$ cat src/rtl/io_resp_fx_if.sv
// Port bundle between io_resp_fx and its surroundings: core read/write side and
// external valid/ready input buffers, output strobes and interrupt.
interface io_resp_fx_if #(
    parameter int NUBITS = 32,
    parameter int NUIOIN = 8,
    parameter int NUIOOU = 8
);
    localparam int AWI = (NUIOIN > 1) ? $clog2(NUIOIN) : 1;
    localparam int AWO = (NUIOOU > 1) ? $clog2(NUIOOU) : 1;

    logic                     req_in;
    logic [AWI-1:0]           addr_in;
    logic [NUBITS-1:0]        io_in;
    logic                     out_en;
    logic [AWO-1:0]           addr_out;
    logic [NUBITS-1:0]        data_out;
    logic [NUIOIN*NUBITS-1:0] in_data;
    logic [NUIOIN-1:0]        in_vld;
    logic [NUIOIN-1:0]        in_rdy;
    logic [NUIOOU*NUBITS-1:0] out_data;
    logic [NUIOOU-1:0]        out_stb;
    logic [NUIOIN-1:0]        underrun;
    logic                     itr;

    modport master (
        output req_in, addr_in, out_en, addr_out, data_out, in_data, in_vld,
        input  io_in, in_rdy, out_data, out_stb, underrun, itr
    );

    modport slave (
        input  req_in, addr_in, out_en, addr_out, data_out, in_data, in_vld,
        output io_in, in_rdy, out_data, out_stb, underrun, itr
    );
endinterface

$ cat src/rtl/io_resp_fx.sv
// I/O responder for the fixed-point core: one-entry input buffers with
// zero-latency reads, registered output ports with strobes, and a spaced interrupt.
module io_resp_fx #(
    parameter int                NUBITS = 32,
    parameter int                NUIOIN = 8,
    parameter int                NUIOOU = 8,
    parameter logic [NUIOIN-1:0] ITRMSK = '0,
    parameter int                ITRGAP = 4
) (
    input  logic         clk,
    input  logic         rst,
    io_resp_fx_if.slave  bus
);
    localparam int AWI = (NUIOIN > 1) ? $clog2(NUIOIN) : 1;
    localparam int AWO = (NUIOOU > 1) ? $clog2(NUIOOU) : 1;
    localparam int GW  = (ITRGAP > 1) ? $clog2(ITRGAP) : 1;

    typedef enum logic [1:0] {
        ST_IDLE  = 2'd0,
        ST_FIRE  = 2'd1,
        ST_SERVE = 2'd2,
        ST_HOLD  = 2'd3
    } state_t;

    logic [NUIOIN-1:0][NUBITS-1:0] hold_q, hold_d;
    logic [NUIOIN-1:0]             vld_q, vld_d;
    logic [NUIOIN-1:0]             unr_q, unr_d;
    logic [NUIOIN-1:0]             consume_s, accept_s, rdy_s;
    logic [NUBITS-1:0]             rd_s;
    logic [NUIOOU-1:0][NUBITS-1:0] out_q, out_d;
    logic [NUIOOU-1:0]             stb_q, wr_s;
    state_t                        state_q, state_d;
    logic [GW-1:0]                 gap_q, gap_d;
    logic                          itr_q;
    logic                          pend_s, mask_rd_s;

    // Input buffers: read mux, consume/accept decode and underrun flags
    always_comb begin
        consume_s = '0;
        accept_s  = '0;
        rdy_s     = '0;
        rd_s      = '0;
        hold_d    = hold_q;
        vld_d     = vld_q;
        unr_d     = unr_q;
        for (int i = 0; i < NUIOIN; i++) begin
            if ((NUIOIN == 1) || (bus.addr_in == AWI'(i))) begin
                rd_s         = hold_q[i];
                consume_s[i] = bus.req_in;
            end else begin
                consume_s[i] = 1'b0;
            end
            rdy_s[i]    = ~vld_q[i] | consume_s[i];
            accept_s[i] = bus.in_vld[i] & rdy_s[i];
            if (accept_s[i]) begin
                hold_d[i] = bus.in_data[i*NUBITS +: NUBITS];
                vld_d[i]  = 1'b1;
            end else if (consume_s[i]) begin
                vld_d[i]  = 1'b0;
            end else begin
                vld_d[i]  = vld_q[i];
            end
            if (consume_s[i] & ~vld_q[i]) begin
                unr_d[i] = 1'b1;
            end else begin
                unr_d[i] = unr_q[i];
            end
        end
    end

    // Output port write decode
    always_comb begin
        wr_s  = '0;
        out_d = out_q;
        for (int j = 0; j < NUIOOU; j++) begin
            if (bus.out_en && ((NUIOOU == 1) || (bus.addr_out == AWO'(j)))) begin
                wr_s[j]  = 1'b1;
                out_d[j] = bus.data_out;
            end else begin
                wr_s[j]  = 1'b0;
            end
        end
    end

    assign pend_s    = |(vld_q & ITRMSK);
    assign mask_rd_s = |(consume_s & ITRMSK);

    // Interrupt FSM next state; only a masked read leaves SERVE
    always_comb begin
        state_d = state_q;
        gap_d   = gap_q;
        case (state_q)
            ST_IDLE: begin
                if (pend_s) begin
                    state_d = ST_FIRE;
                end else begin
                    state_d = ST_IDLE;
                end
            end
            ST_FIRE: begin
                state_d = ST_SERVE;
            end
            ST_SERVE: begin
                if (mask_rd_s) begin
                    gap_d   = '0;
                    state_d = (ITRGAP == 0) ? ST_IDLE : ST_HOLD;
                end else begin
                    state_d = ST_SERVE;
                end
            end
            ST_HOLD: begin
                if (int'(gap_q) >= ITRGAP - 1) begin
                    gap_d   = '0;
                    state_d = ST_IDLE;
                end else begin
                    gap_d   = gap_q + GW'(1);
                    state_d = ST_HOLD;
                end
            end
            default: begin
                gap_d   = '0;
                state_d = ST_IDLE;
            end
        endcase
    end

    // State registers; reset clears everything including a HOLD in progress
    always_ff @(posedge clk or posedge rst) begin
        if (rst) begin
            hold_q  <= '0;
            vld_q   <= '0;
            unr_q   <= '0;
            out_q   <= '0;
            stb_q   <= '0;
            state_q <= ST_IDLE;
            gap_q   <= '0;
            itr_q   <= 1'b0;
        end else begin
            hold_q  <= hold_d;
            vld_q   <= vld_d;
            unr_q   <= unr_d;
            out_q   <= out_d;
            stb_q   <= wr_s;
            state_q <= state_d;
            gap_q   <= gap_d;
            itr_q   <= (state_d == ST_FIRE);
        end
    end

    assign bus.io_in    = rd_s;
    assign bus.in_rdy   = rdy_s;
    assign bus.out_data = out_q;
    assign bus.out_stb  = stb_q;
    assign bus.underrun = unr_q;
    assign bus.itr      = itr_q;
endmodule

$ cat src/flat_wrapper.sv
// flat-port wrapper written by rule: the top's interface ports become plain ports
module io_resp_fx_flat 
#(
    parameter int                NUBITS = 32,
    parameter int                NUIOIN = 8,
    parameter int                NUIOOU = 8,
    parameter logic [NUIOIN-1:0] ITRMSK = '0,
    parameter int                ITRGAP = 4
)
  (clk, rst, bus_req_in, bus_addr_in, bus_out_en, bus_addr_out, bus_data_out, bus_in_data, bus_in_vld, bus_io_in, bus_in_rdy, bus_out_data, bus_out_stb, bus_underrun, bus_itr);
  io_resp_fx_if #(.NUBITS(NUBITS), .NUIOIN(NUIOIN), .NUIOOU(NUIOOU)) bus_i ();
  input  logic clk;
  input  logic rst;
  input wire logic [$bits(bus_i.req_in)-1:0] bus_req_in;
  input wire logic [$bits(bus_i.addr_in)-1:0] bus_addr_in;
  input wire logic [$bits(bus_i.out_en)-1:0] bus_out_en;
  input wire logic [$bits(bus_i.addr_out)-1:0] bus_addr_out;
  input wire logic [$bits(bus_i.data_out)-1:0] bus_data_out;
  input wire logic [$bits(bus_i.in_data)-1:0] bus_in_data;
  input wire logic [$bits(bus_i.in_vld)-1:0] bus_in_vld;
  output wire logic [$bits(bus_i.io_in)-1:0] bus_io_in;
  output wire logic [$bits(bus_i.in_rdy)-1:0] bus_in_rdy;
  output wire logic [$bits(bus_i.out_data)-1:0] bus_out_data;
  output wire logic [$bits(bus_i.out_stb)-1:0] bus_out_stb;
  output wire logic [$bits(bus_i.underrun)-1:0] bus_underrun;
  output wire logic [$bits(bus_i.itr)-1:0] bus_itr;
  assign bus_i.req_in = bus_req_in;
  assign bus_i.addr_in = bus_addr_in;
  assign bus_i.out_en = bus_out_en;
  assign bus_i.addr_out = bus_addr_out;
  assign bus_i.data_out = bus_data_out;
  assign bus_i.in_data = bus_in_data;
  assign bus_i.in_vld = bus_in_vld;
  assign bus_io_in = bus_i.io_in;
  assign bus_in_rdy = bus_i.in_rdy;
  assign bus_out_data = bus_i.out_data;
  assign bus_out_stb = bus_i.out_stb;
  assign bus_underrun = bus_i.underrun;
  assign bus_itr = bus_i.itr;
  io_resp_fx #(.NUBITS(NUBITS), .NUIOIN(NUIOIN), .NUIOOU(NUIOOU), .ITRMSK(ITRMSK), .ITRGAP(ITRGAP)) u_core (.clk(clk), .rst(rst), .bus(bus_i));
endmodule
$ cat config.mk
export PLATFORM = sky130hd
export DESIGN_NAME = io_resp_fx_flat
export DESIGN_NICKNAME = d
export VERILOG_FILES = /design/src/rtl/io_resp_fx_if.sv /design/src/rtl/io_resp_fx.sv /design/src/flat_wrapper.sv
export SDC_FILE = /design/constraint.sdc
export NUM_CORES = 1
export LEC_CHECK = 0
export ABC_AREA = 1
export ABC_CLOCK_PERIOD_IN_PS = 41300
export CORE_AREA = 2 2 239 241
export CTS_CLUSTER_SIZE = 25
export DETAILED_ROUTE_END_ITERATION = 6
export DIE_AREA = 0 0 241 243
export PLACE_DENSITY_LB_ADDON = 0.25
export SLEW_MARGIN = 10
export SYNTH_ARGS = -nofsm -noshare
export SYNTH_HDL_FRONTEND = slang
export SYNTH_SLANG_ARGS = --single-unit
$ cat constraint.sdc
create_clock -name clk -period 41.3 [get_ports clk]
set_input_delay 8.26 -clock clk [delete_from_list [all_inputs] [get_ports clk]]
set_output_delay 8.26 -clock clk [all_outputs]
set_load 0.05 [all_outputs]
# Yosys cells after proc, flatten, opt, wreduce, memory -nomap -nowiden
# Index checks and enable logic that the tools add are counted.
[totals]
regBits = 541
[op_classes]
order_cmp = 1
n_eq_ne = 18
muxes = 43
n_addsub = 1
n_reduce_logical = 20
n_bitwise = 32
[ops]
columns = ["cell", "n"]
rows = [
  ["2-to-1 mux 32 bit", 8],
  ["2-to-1 mux 1 bit", 32],
  ["equality test 3 bit, second input constant", 8],
  ["AND 1 bit", 16],
  ["nonzero test 2 bit", 8],
  ["equality test 3 x 2 -> 1 bit, second input constant", 4],
  ["logical AND 1 bit", 8],
  ["NOT 1 bit", 8],
  ["OR 1 bit", 8],
  ["equality test 3 x 1 -> 1 bit, second input constant", 2],
  ["logical NOT 3 bit", 2],
  ["one-hot mux 2 bit (3 select lines)", 1],
  ["equality test 2 x 1 -> 1 bit, second input constant", 2],
  ["equality test 2 bit, second input constant", 2],
  ["2-to-1 mux 2 bit", 2],
  ["adder 2 x 1 -> 2 bit, second input constant", 1],
  ["greater-or-equal comparator 2 bit, second input constant", 1],
  ["logical NOT 2 bit", 1],
  ["OR reduction 2 bit", 1],
]

# Logic depth before layout (Yosys ltp)
# Gate-level depths: netlist of the first run.
[logic_depth]
depth_word = 9
mapped_depth = 9
ltp_nobuf = 7

# Worst setup path after synthesis of the first run
# OpenSTA, ideal clock, no wires.
[synth_path]
path_kind = "input port to output port"
start = "in bus_addr_in[1]"
end = "out bus_io_in[10]"
arrival_time_ps = 9518
slack_ps = 23522
stages = 7
path_cell_list = "buf_4 buf_2 clkbuf_1 nand4_1 nand4_1 nor2_1 nand4_1"
[synth_between]
elab_chain_len = 9
elab_cells_between_ends = 16
classes_between = "7 x eq/ne; 8 x mux; 1 x reduce/logical"
[synth_rtl]
columns = ["item", "line", "source"]
rows = [
  ["start: declaration", "flat_wrapper.sv:15", "input wire logic [$bits(bus_i.addr_in)-1:0] bus_addr_in;"],
  ["logical NOT 3 bit", "io_resp_fx.sv:47", "if ((NUIOIN == 1) || (bus.addr_in == AWI'(i))) begin"],
  ["2-to-1 mux 32 bit (7 in a row)", "io_resp_fx.sv:47", ""],
  ["2-to-1 mux 32 bit *", "io_resp_fx.sv:47", ""],
  ["end: declaration", "flat_wrapper.sv:21", "output wire logic [$bits(bus_i.io_in)-1:0] bus_io_in;"],
]
# Mark *: on every way between the ends. The rest lies on a longest branch, timed or not.

# Worst setup path after layout of the first run
[layout_path]
start = "in bus_addr_in[2]"
end = "out bus_in_rdy[0]"
[layout_between]
elab_chain_len = 3
[layout_rtl]
columns = ["item", "line", "source"]
rows = [
  ["logical NOT 3 bit", "io_resp_fx.sv:47", ""],
  ["2-to-1 mux 1 bit", "io_resp_fx.sv:47", ""],
  ["OR 1 bit", "io_resp_fx.sv:53", "rdy_s[i] = ~vld_q[i] | consume_s[i];"],
  ["end: declaration", "flat_wrapper.sv:22", "output wire logic [$bits(bus_i.in_rdy)-1:0] bus_in_rdy;"],
]
# Every way passes these cells.

==> results.py, run 1 <==
metrics = {
    "layout": {
        "fin_nets": 3319,
        "drive_above_1_share": 0.0520,
        "fillers": 5057,
        "area_growth_pct": 38.7,
        "multi_input_area_sq_mm": 0.00751,
        "regArea_sq_mm": 0.0135,
    },
    "setup_path": {
        "critPathLaunchType": "input pin",
        "arrival_ns": 11.58,
        "critical_path.top_delay_family": "buffers and inverters",
        "rr_worst_depth": 5,
        "crit_fanout": 131,
        "path_depth": 7,
        "cp_cell_sequence": "clkdlybuf4s50_1, clkinv_2, buf_4, nand2_1, o21ai_2, buf_4, clkdlybuf4s50_1",
        "rr_endpoint": "u_core.hold_q[75]",
        "cpMaxStageDelayCell": "buf_4",
        "endpoint": "bus_in_rdy[0]",
        "ff2ff_setup_slack_ns": 39.35,
        "cp-end-kind": "primary output",
        "required_ns": 33.04,
        "worst-path-buf-inv": 5,
        "critPathLaunch": "bus_addr_in[2]",
        "critPathKind": "in -> out",
        "max_stage_delay_ns": 0.90,
        "regToRegStartpoint": "u_core.vld_q[2]",
    },
    "synth": {
        "async_flop_share": 1.00,
        "yosysSeqAreaShare": 0.611,
        "synthTopCellsByArea": "dfrtp_1 61%, nand2_1 13%, nand3_1 5.9%",
        "yosys.area.top_type_share": 0.611,
        "ys_types": 22,
        "yosys_warnings": 0,
        "synth-seq-cells": 541,
        "synthTopCellsByCount": "792 x nand2_1, 541 x dfrtp_1, 262 x nand3_1, 225 x o21ai_0, 160 x nand4_1",
        "syn_area_per_cell_sq_um": 8.93,
        "syn_nets": 2791,
        "syn_inst": 2482,
        "syn-cell-area_sq_mm": 0.0222,
        "synth_top_flop_cell": "dfrtp_1",
        "yosysMostFrequentCell": "nand2_1",
        "yosysTopAreaCell": "dfrtp_1",
        "synth_edf_count": 0,
    },
    "timing": {
        "fin_crit_sh": 0.480,
        "rsz0062_at_grt": "false",
        "relSlewSlack": 0.212,
        "max_freq_mhz": 50.4,
        "hold_viol_final": 0,
        "setup-tns-final_ns": 0,
        "fin_skew_ns": 0.0122,
        "fin_hold_ws_ns": 0.469,
        "period_needed_ns": 19.84,
        "tightest_slew_ns": 1.18,
        "drv_slew": 0,
        "setup_violations": 0,
    },
    "grt": {
        "grt_pass1_vias": 20300,
        "overflow": 0,
        "track_usage": 0.293,
        "antenna_found_initial": 17,
        "grt_start_max_net_pins": 132,
        "grt_pass1_wl_mm": 128,
    },
    "floorplan": {
        "die-area_sq_mm": 0.0586,
        "initial_core_util": 0.396,
        "boundaryPins": 619,
        "dieHeight_um": 243,
        "die_x_um": 241,
        "rows": 87,
        "core_area_sq_mm": 0.0560,
    },
    "routing": {
        "viasPerCell": 5.31,
        "first_pass_iters": 5,
        "drt_wl_total_mm": 86.8,
        "drcViolationCount": 0,
        "drtAntennaViolNets": 0,
        "wire_per_inst_um": 22.7,
        "vias": 20291,
        "drt_iter0_drc": 2084,
    },
    "clock_tree": {
        "cts_hold_buf": 0,
        "cts_buffers": 57,
        "cts_setup_buffers": 0,
        "cts_root_buffer": "clkbuf_16",
        "cts_tree": "done",
        "post_cts_resized": 0,
        "clk_path_buf_depth": 3,
        "cts_sinks": 541,
        "path_clk_slew_ns": 0.06,
        "clk-insertion-delay-late_ns": 0.62,
        "htreeDepth": 2,
    },
    "pwr": {
        "powerDensity_mw_per_mm2": 67.5,
        "power.leakage_uw": 0.0144,
        "ir_drop_mv": 0.0428,
    },
    "outcome": {
        "status": "completed",
    },
    "place": {
        "hpwl_mm": 61.1,
        "place.gp.congestion": 0.951,
        "numPortBuffers": 618,
    },
    "hold_path": {
        "hold_depth": 2,
        "hold_path.class": "reg -> reg",
    },
    "job": {
        "cap_violations": 0,
    },
}
## how the worst min path moves through the flow
stage	from	end
2_1_floorplan	u_core.hold_q[100]	u_core.hold_q[100]
3_3_place_gp	u_core.hold_q[231]	u_core.hold_q[231]
3_5_place_dp	u_core.hold_q[118]	u_core.hold_q[118]
4_1_cts	u_core.vld_q[0]	u_core.bus.underrun[0]
5_1_grt	u_core.vld_q[2]	u_core.bus.underrun[2]
6_report	u_core.hold_q[237]	u_core.hold_q[237]
## layout make-up
cell class,instances,area share
Antenna cell,10,0.000814
Clock buffer,79,0.0539
Clock inverter,27,0.0108
Inverter,93,0.0116
Multi-Input combinational cell,1670,0.244
Sequential cell,541,0.440
Tap cell,756,0.0308
Timing Repair Buffer,647,0.208
## power breakdown
part / total [uW] / internal [uW] / switching, uW / leakage [uW]
Combinational: 713 / 226 / 487 / 0.00674
Sequential: 823 / 705 / 118 / 0.00664
Clock: 540 / 319 / 221 / 0.000975
Total: 2080 / 1250 / 826 / 0.0144
## worst register-to-register path, cell delays in order, from the launching register on
cell	delay (ns)
dfrtp_1	0.39
o21ai_2	0.07
buf_4	0.33
nand2_1	0.70
nand2_1	0.25
nand2_1	0.08
## state kept, by name (all words and copies together), names as in the netlist
register,count
u_core.bus.itr,1
u_core.bus.out_data,256
u_core.bus.out_stb,8
u_core.bus.underrun,8
u_core.gap_q,2
u_core.hold_q,256
u_core.state_q,2
u_core.vld_q,8
## per-stage QoR
step / instances / setup WS (ns) / cell area, sq um / total power [uW] / util
global placement: 3707 / 21.60 / 28700 / 1530 / 0.514
global route: 3823 / 21.30 / 30800 / 2170 / 0.550
CTS: 3813 / 21.50 / 30700 / 2080 / 0.549
detailed placement: 3707 / 21.52 / 28700 / 1540 / 0.514
floorplan: 2482 / 17.92 / 22200 / 1240 / -
finish: 3823 / 21.46 / 30800 / 2080 / 0.550
## layout by cell type, fill, tap and decap left out, types with 11 or more instances in the layout
cell             synthesis  layout
nand4_1                160     160
nand3_1                262     262
nand2_1                792     789
o21ai_0                225     225
inv_1                   82      81
clkbuf_16                0      57
buf_4                    3      29
a21oi_1                 64      64
nor2_1                 143     142
clkinv_2                 0      11
clkdlybuf4s50_1          0     616
clkbuf_8                 0      15
dfrtp_1                541     541
## cells by family (layout without fill, tap and decap cells)
kind of cell,count (synthesis),after routing,synth area share
simple gates,1362,1362,0.265
fa+ha+maj,3,3,0.00169
flops,541,541,0.611
buf+inv,271,846,0.0514
other cells,0,10,0
compound gates,305,305,0.0714
## routing by layer
layer,global-route usage,routed length (um),vias to the layer above
li1,-,-,9236
met1,0.358,33200,9944
met2,0.464,40700,911
met3,0.0961,8400,188
met4,0.146,4370,12
met5,0,78,-
Note: power is estimated with default switching activity, not from simulation.
==> run 2: changes to the inputs <==
ABC_CLOCK_PERIOD_IN_PS = 16700   (was 41300)
CORE_AREA = 2 2 242 244   (was 2 2 239 241)
DIE_AREA = 0 0 244 246   (was 0 0 241 243)
clock period = 16.7 ns   (was 41.3 ns; I/O delays follow)
==> run 2 against run 1 <==
  * First-iteration DRC count is 20% lower
  * Sequential share of layout area is 0.18 points higher
  * Sequential power is 150% higher
  * Global-route usage is 1.2 points lower
  * Cell area is 0.41% lower
  * Clock-buffer cell count is 4 higher
  * Via count is 0.60% lower
  * Worst setup slack worse by 15 ns
  * Flip-flop and latch count stayed put
  * Power is 140% higher
==> results.py, run 2 (same netlist as run 1, synthesis figures left out) <==
metrics = {
    "layout": {
        "final_cell_mix": "791 x nand2_1, 616 x clkdlybuf4s50_1, 541 x dfrtp_1, 262 x nand3_1, 225 x o21ai_0",
        "fillers": 5266,
        "drive_above_1_share": 0.0495,
        "fin_nets": 3319,
        "multi_input_area_sq_mm": 0.00750,
        "area_growth_pct": 38.2,
        "final_common_cell": "nand2_1",
        "regArea_sq_mm": 0.0135,
        "design_area_sq_mm": 0.0306,
    },
    "timing": {
        "fin_skew_ns": 0.0147,
        "setup-tns-final_ns": 0,
        "tightest_slew_ns": 1.14,
        "drv_slew": 0,
        "fin_crit_sh": 0.612,
        "period_needed_ns": 10.21,
        "rsz0062_at_grt": "false",
        "relSlewSlack": 0.240,
        "hold_viol_final": 0,
        "setup_violations": 0,
        "max_freq_mhz": 97.9,
    },
    "setup_path": {
        "critPathLaunchType": "input pin",
        "regToRegStartpoint": "u_core.vld_q[1]",
        "max_stage_delay_ns": 0.89,
        "arrival_ns": 6.87,
        "cpMaxStageDelayCell": "clkdlybuf4s50_1",
        "critPathLaunch": "bus_addr_in[2]",
        "rr_worst_depth": 5,
        "cp-end-kind": "primary output",
        "crit_fanout": 70,
        "cp_cell_sequence": "clkdlybuf4s50_1, clkinv_2, buf_4, nand3_1, o21ai_2, buf_4, clkdlybuf4s50_1",
        "ff2ff_setup_slack_ns": 14.60,
        "endpoint": "bus_in_rdy[1]",
        "rr_endpoint": "u_core.hold_q[54]",
        "critPathKind": "in -> out",
        "required_ns": 13.36,
    },
    "place": {
        "placedInstanceArea_sq_mm": 0.0288,
        "numPortBuffers": 618,
        "hpwl_mm": 60.8,
        "place.gp.congestion": 0.952,
    },
    "pwr": {
        "p_clk_frac": 0.248,
        "pwr-share-comb": 0.347,
        "switching_share": 0.402,
        "p_sw_uw": 2040,
        "p_seq_frac": 0.405,
        "ir_drop_mv": 0.0972,
        "intPower_uw": 3030,
        "powerDensity_mw_per_mm2": 165,
        "power.leakage_uw": 0.0143,
    },
    "routing": {
        "viasPerCell": 5.27,
        "wire_per_inst_um": 22.4,
        "drcViolationCount": 0,
        "vias": 20169,
        "drtAntennaViolNets": 0,
        "drt_wl_total_mm": 85.8,
        "first_pass_iters": 6,
        "drt_iter0_drc": 1669,
    },
    "clock_tree": {
        "path_clk_slew_ns": 0.06,
        "htreeDepth": 2,
        "cts_sinks": 541,
        "cts_root_buffer": "clkbuf_16",
        "cts_hold_buf": 0,
        "clk-insertion-delay-late_ns": 0.61,
        "clk_path_buf_depth": 3,
        "cts_setup_buffers": 0,
        "post_cts_resized": 0,
        "cts_tree": "done",
        "cts_buffers": 56,
    },
    "grt": {
        "grt_start_max_net_pins": 173,
        "grt_pass1_vias": 20175,
        "overflow": 0,
        "grt_pass1_wl_mm": 127,
        "antenna_found_initial": 14,
        "track_usage": 0.281,
    },
    "outcome": {
        "status": "completed",
    },
    "floorplan": {
        "die-area_sq_mm": 0.0600,
        "boundaryPins": 619,
        "initial_core_util": 0.386,
        "die_x_um": 244,
        "dieHeight_um": 246,
        "core_area_sq_mm": 0.0574,
        "rows": 88,
    },
    "hold_path": {
        "hold_path.class": "reg -> reg",
    },
    "job": {
        "cap_violations": 0,
    },
}
==> run 2: critical path: cells and delay by family <==
family	cells	cell delay (ns)
buf+inv	5	3.10
simple gates	1	0.22
compound gates	1	0.16
==> run 2: final cells by class <==
| type | instances | share of cell area |
|---|---|---|
| Tap cell | 765 | 0.0312 |
| Inverter | 93 | 0.0116 |
| Multi-Input combinational cell | 1670 | 0.245 |
| Sequential cell | 541 | 0.442 |
| Clock inverter | 17 | 0.00502 |
| Clock buffer | 83 | 0.0553 |
| Antenna cell | 8 | 0.000654 |
| Timing Repair Buffer | 648 | 0.209 |
==> run 2: worst min-delay path by stage <==
stage	endpoint	slack, ns	cells after the start	from
detailed placement	u_core.hold_q[160]	0.46	2	u_core.hold_q[160]
global placement	u_core.hold_q[246]	0.45	2	u_core.hold_q[246]
floorplan	u_core.hold_q[100]	0.44	2	u_core.hold_q[100]
finish	u_core.hold_q[230]	0.47	2	u_core.hold_q[230]
global route	u_core.bus.underrun[2]	0.48	1	u_core.vld_q[2]
CTS	u_core.hold_q[170]	0.47	2	u_core.hold_q[170]
==> run 2: layer usage <==
metal  routed length, um  track usage  vias up
met4                4550        0.133       12
li1                    -            -     9227
met2               40800        0.461      924
met3                8610       0.0923      195
met1               31800        0.334     9811
met5                  76            0        -
==> run 2: per-stage QoR <==
stage | utilization | hold slack (ns) | setup WS (ns) | cells | power [uW]
after floorplan | - | 0.442 | 6.00 | 2482 | 3080
after global placement | 0.501 | 0.454 | 6.68 | 3717 | 3790
after detailed placement | 0.501 | 0.459 | 6.58 | 3717 | 3820
after CTS | 0.534 | 0.473 | 6.56 | 3817 | 5090
after global routing | 0.534 | 0.485 | 6.31 | 3824 | 5310
final | 0.534 | 0.468 | 6.49 | 3825 | 5070
==> run 2: power groups by stage <==
| stage | clock network [uW] | registers [uW] | logic, uW |
|---|---|---|---|
| after floorplan | 0 | 2380 | 698 |
| after global placement | 0 | 2050 | 1740 |
| after detailed placement | 0 | 2060 | 1760 |
| after CTS | 1280 | 2040 | 1770 |
| after global routing | 1330 | 2090 | 1890 |
| final | 1260 | 2050 | 1760 |
==> run 3: changes to the inputs <==
ABC_CLOCK_PERIOD_IN_PS = 8500   (was 16700)
clock period = 8.5 ns   (was 16.7 ns; I/O delays follow)
==> run 3 against run 2 <==
  * Worst setup slack worse by 4.9 ns
  * Routed wire length increased by 2.2%
  * Worst hold slack improved by 0.0031 ns
  * Clock power increased by 100%
==> results.py, run 3 (same netlist as run 1, synthesis figures left out) <==
metrics = {
    "floorplan": {
        "die_x_um": 244,
        "core_area_sq_mm": 0.0574,
        "initial_core_util": 0.386,
        "dieHeight_um": 246,
        "rows": 88,
        "die-area_sq_mm": 0.0600,
        "boundaryPins": 619,
    },
    "clock_tree": {
        "clk_path_buf_depth": 3,
        "htreeDepth": 2,
        "cts_tree": "done",
        "cts_setup_buffers": 0,
        "cts_root_buffer": "clkbuf_16",
        "cts_hold_buf": 0,
        "path_clk_slew_ns": 0.06,
        "cts_buffers": 57,
        "post_cts_resized": 0,
        "cts_sinks": 541,
        "clk-insertion-delay-late_ns": 0.63,
    },
    "place": {
        "place.gp.congestion": 0.930,
        "numPortBuffers": 618,
        "hpwl_mm": 62.8,
    },
    "grt": {
        "grt_pass1_vias": 20386,
        "track_usage": 0.288,
        "grt_start_max_net_pins": 178,
        "antenna_found_initial": 9,
        "grt_pass1_wl_mm": 129,
        "overflow": 0,
    },
    "routing": {
        "first_pass_iters": 5,
        "wire_per_inst_um": 23.0,
        "drcViolationCount": 0,
        "drt_wl_total_mm": 87.7,
        "drt_iter0_drc": 1500,
        "viasPerCell": 5.29,
        "vias": 20201,
        "drtAntennaViolNets": 0,
    },
    "layout": {
        "final_cell_mix": "791 x nand2_1, 616 x clkdlybuf4s50_1, 541 x dfrtp_1, 262 x nand3_1, 225 x o21ai_0",
        "final_common_cell": "nand2_1",
        "drive_above_1_share": 0.0495,
        "area_growth_pct": 38.5,
        "fin_nets": 3319,
    },
    "setup_path": {
        "crit_fanout": 69,
        "critPathLaunchType": "input pin",
        "critPathKind": "in -> out",
        "cp-end-kind": "primary output",
        "arrival_ns": 5.17,
        "required_ns": 6.80,
    },
    "timing": {
        "period_needed_ns": 6.87,
        "max_freq_mhz": 146,
        "fin_crit_sh": 0.808,
        "fin_hold_ws_ns": 0.471,
        "hold_viol_final": 0,
        "tightest_slew_ns": 1.22,
        "setup_violations": 0,
        "drv_slew": 0,
        "rsz0062_at_grt": "false",
        "relSlewSlack": 0.183,
        "fin_skew_ns": 0.0263,
    },
    "pwr": {
        "powerDensity_mw_per_mm2": 328,
        "switching_share": 0.403,
        "power.leakage_uw": 0.0143,
        "pwr-share-comb": 0.344,
        "intPower_uw": 6020,
        "ir_drop_mv": 0.205,
        "p_sw_uw": 4060,
        "p_seq_frac": 0.402,
        "p_total_uw": 10100,
        "p_clk_frac": 0.254,
    },
    "hold_path": {
        "hold_path.class": "reg -> reg",
    },
    "outcome": {
        "status": "completed",
    },
    "job": {
        "cap_violations": 0,
    },
}
run 3: changes by cell type in the layout (fill, tap and decap cells not counted), moves of 2 or more:
cell,before,now
clkbuf_8,19,17
clkinvlp_4,1,3
diode_2,8,4
clkinv_2,13,9
buf_4,29,27
clkbuf_16,56,58
run 3: area by class of cell:
| type | count | area, sq um |
|---|---|---|
| Inverter | 93 | 354 |
| Sequential cell | 541 | 13500 |
| Clock buffer | 84 | 1720 |
| Clock inverter | 18 | 215 |
| Fill cell | 5188 | 26600 |
| Multi-Input combinational cell | 1670 | 7500 |
| Timing Repair Buffer | 647 | 6420 |
| Antenna cell | 4 | 10.0 |
| Tap cell | 765 | 957 |
run 3: layer usage:
layer | vias to the layer above | part of all wire | global-route usage
li1 | 9224 | - | -
met3 | 196 | 0.096 | 0.0927
met2 | 925 | 0.48 | 0.476
met1 | 9846 | 0.38 | 0.343
met5 | - | 0.00065 | 0
met4 | 10 | 0.050 | 0.129
run 3: per-stage QoR:
stage                     std cells  worst slack [ns]  setup TNS, ns  utilization  area, sq um
after floorplan                2482            -0.558        -301.86            -        22200
after global placement         3716              1.67              0        0.502        28800
after detailed placement       3716              1.65              0        0.502        28800
after CTS                      3818              1.63              0        0.535        30700
after global routing           3821              1.42              0        0.535        30700
final                          3822              1.63              0        0.535        30700
run 3: path summary, 6_finish.rpt:
path,start,to,slack [ns],cells past startpoint
max reg2reg,u_core.vld_q[1],u_core.hold_q[51],6.41,5
min in group asynchronous,rst,u_core.bus.out_data[83],1.69,2
min,u_core.hold_q[99],u_core.hold_q[99],0.47,2
min reg2reg,u_core.hold_q[99],u_core.hold_q[99],0.47,2
max in group asynchronous,rst,u_core.bus.out_data[97],5.03,4
max,bus_addr_in[2],bus_io_in[9],1.63,8
run 3: worst max-delay path, stage by stage:
cell and delay [ns]:
clkdlybuf4s50_1 0.69, clkinv_2 0.76, buf_4 0.60, nand3_1 0.16
nand4_1 0.18, nor2_1 0.15, nand4_1 0.16, clkdlybuf4s50_1 0.74
run 3: power groups by stage:
| stage | Combinational [uW] | Sequential [uW] | Clock [uW] |
|---|---|---|---|
| after floorplan | 1370 | 4670 | 0 |
| after global placement | 3440 | 4060 | 0 |
| after detailed placement | 3480 | 4060 | 0 |
| after CTS | 3490 | 4030 | 2600 |
| after global routing | 3710 | 4110 | 2720 |
| final | 3470 | 4050 | 2560 |
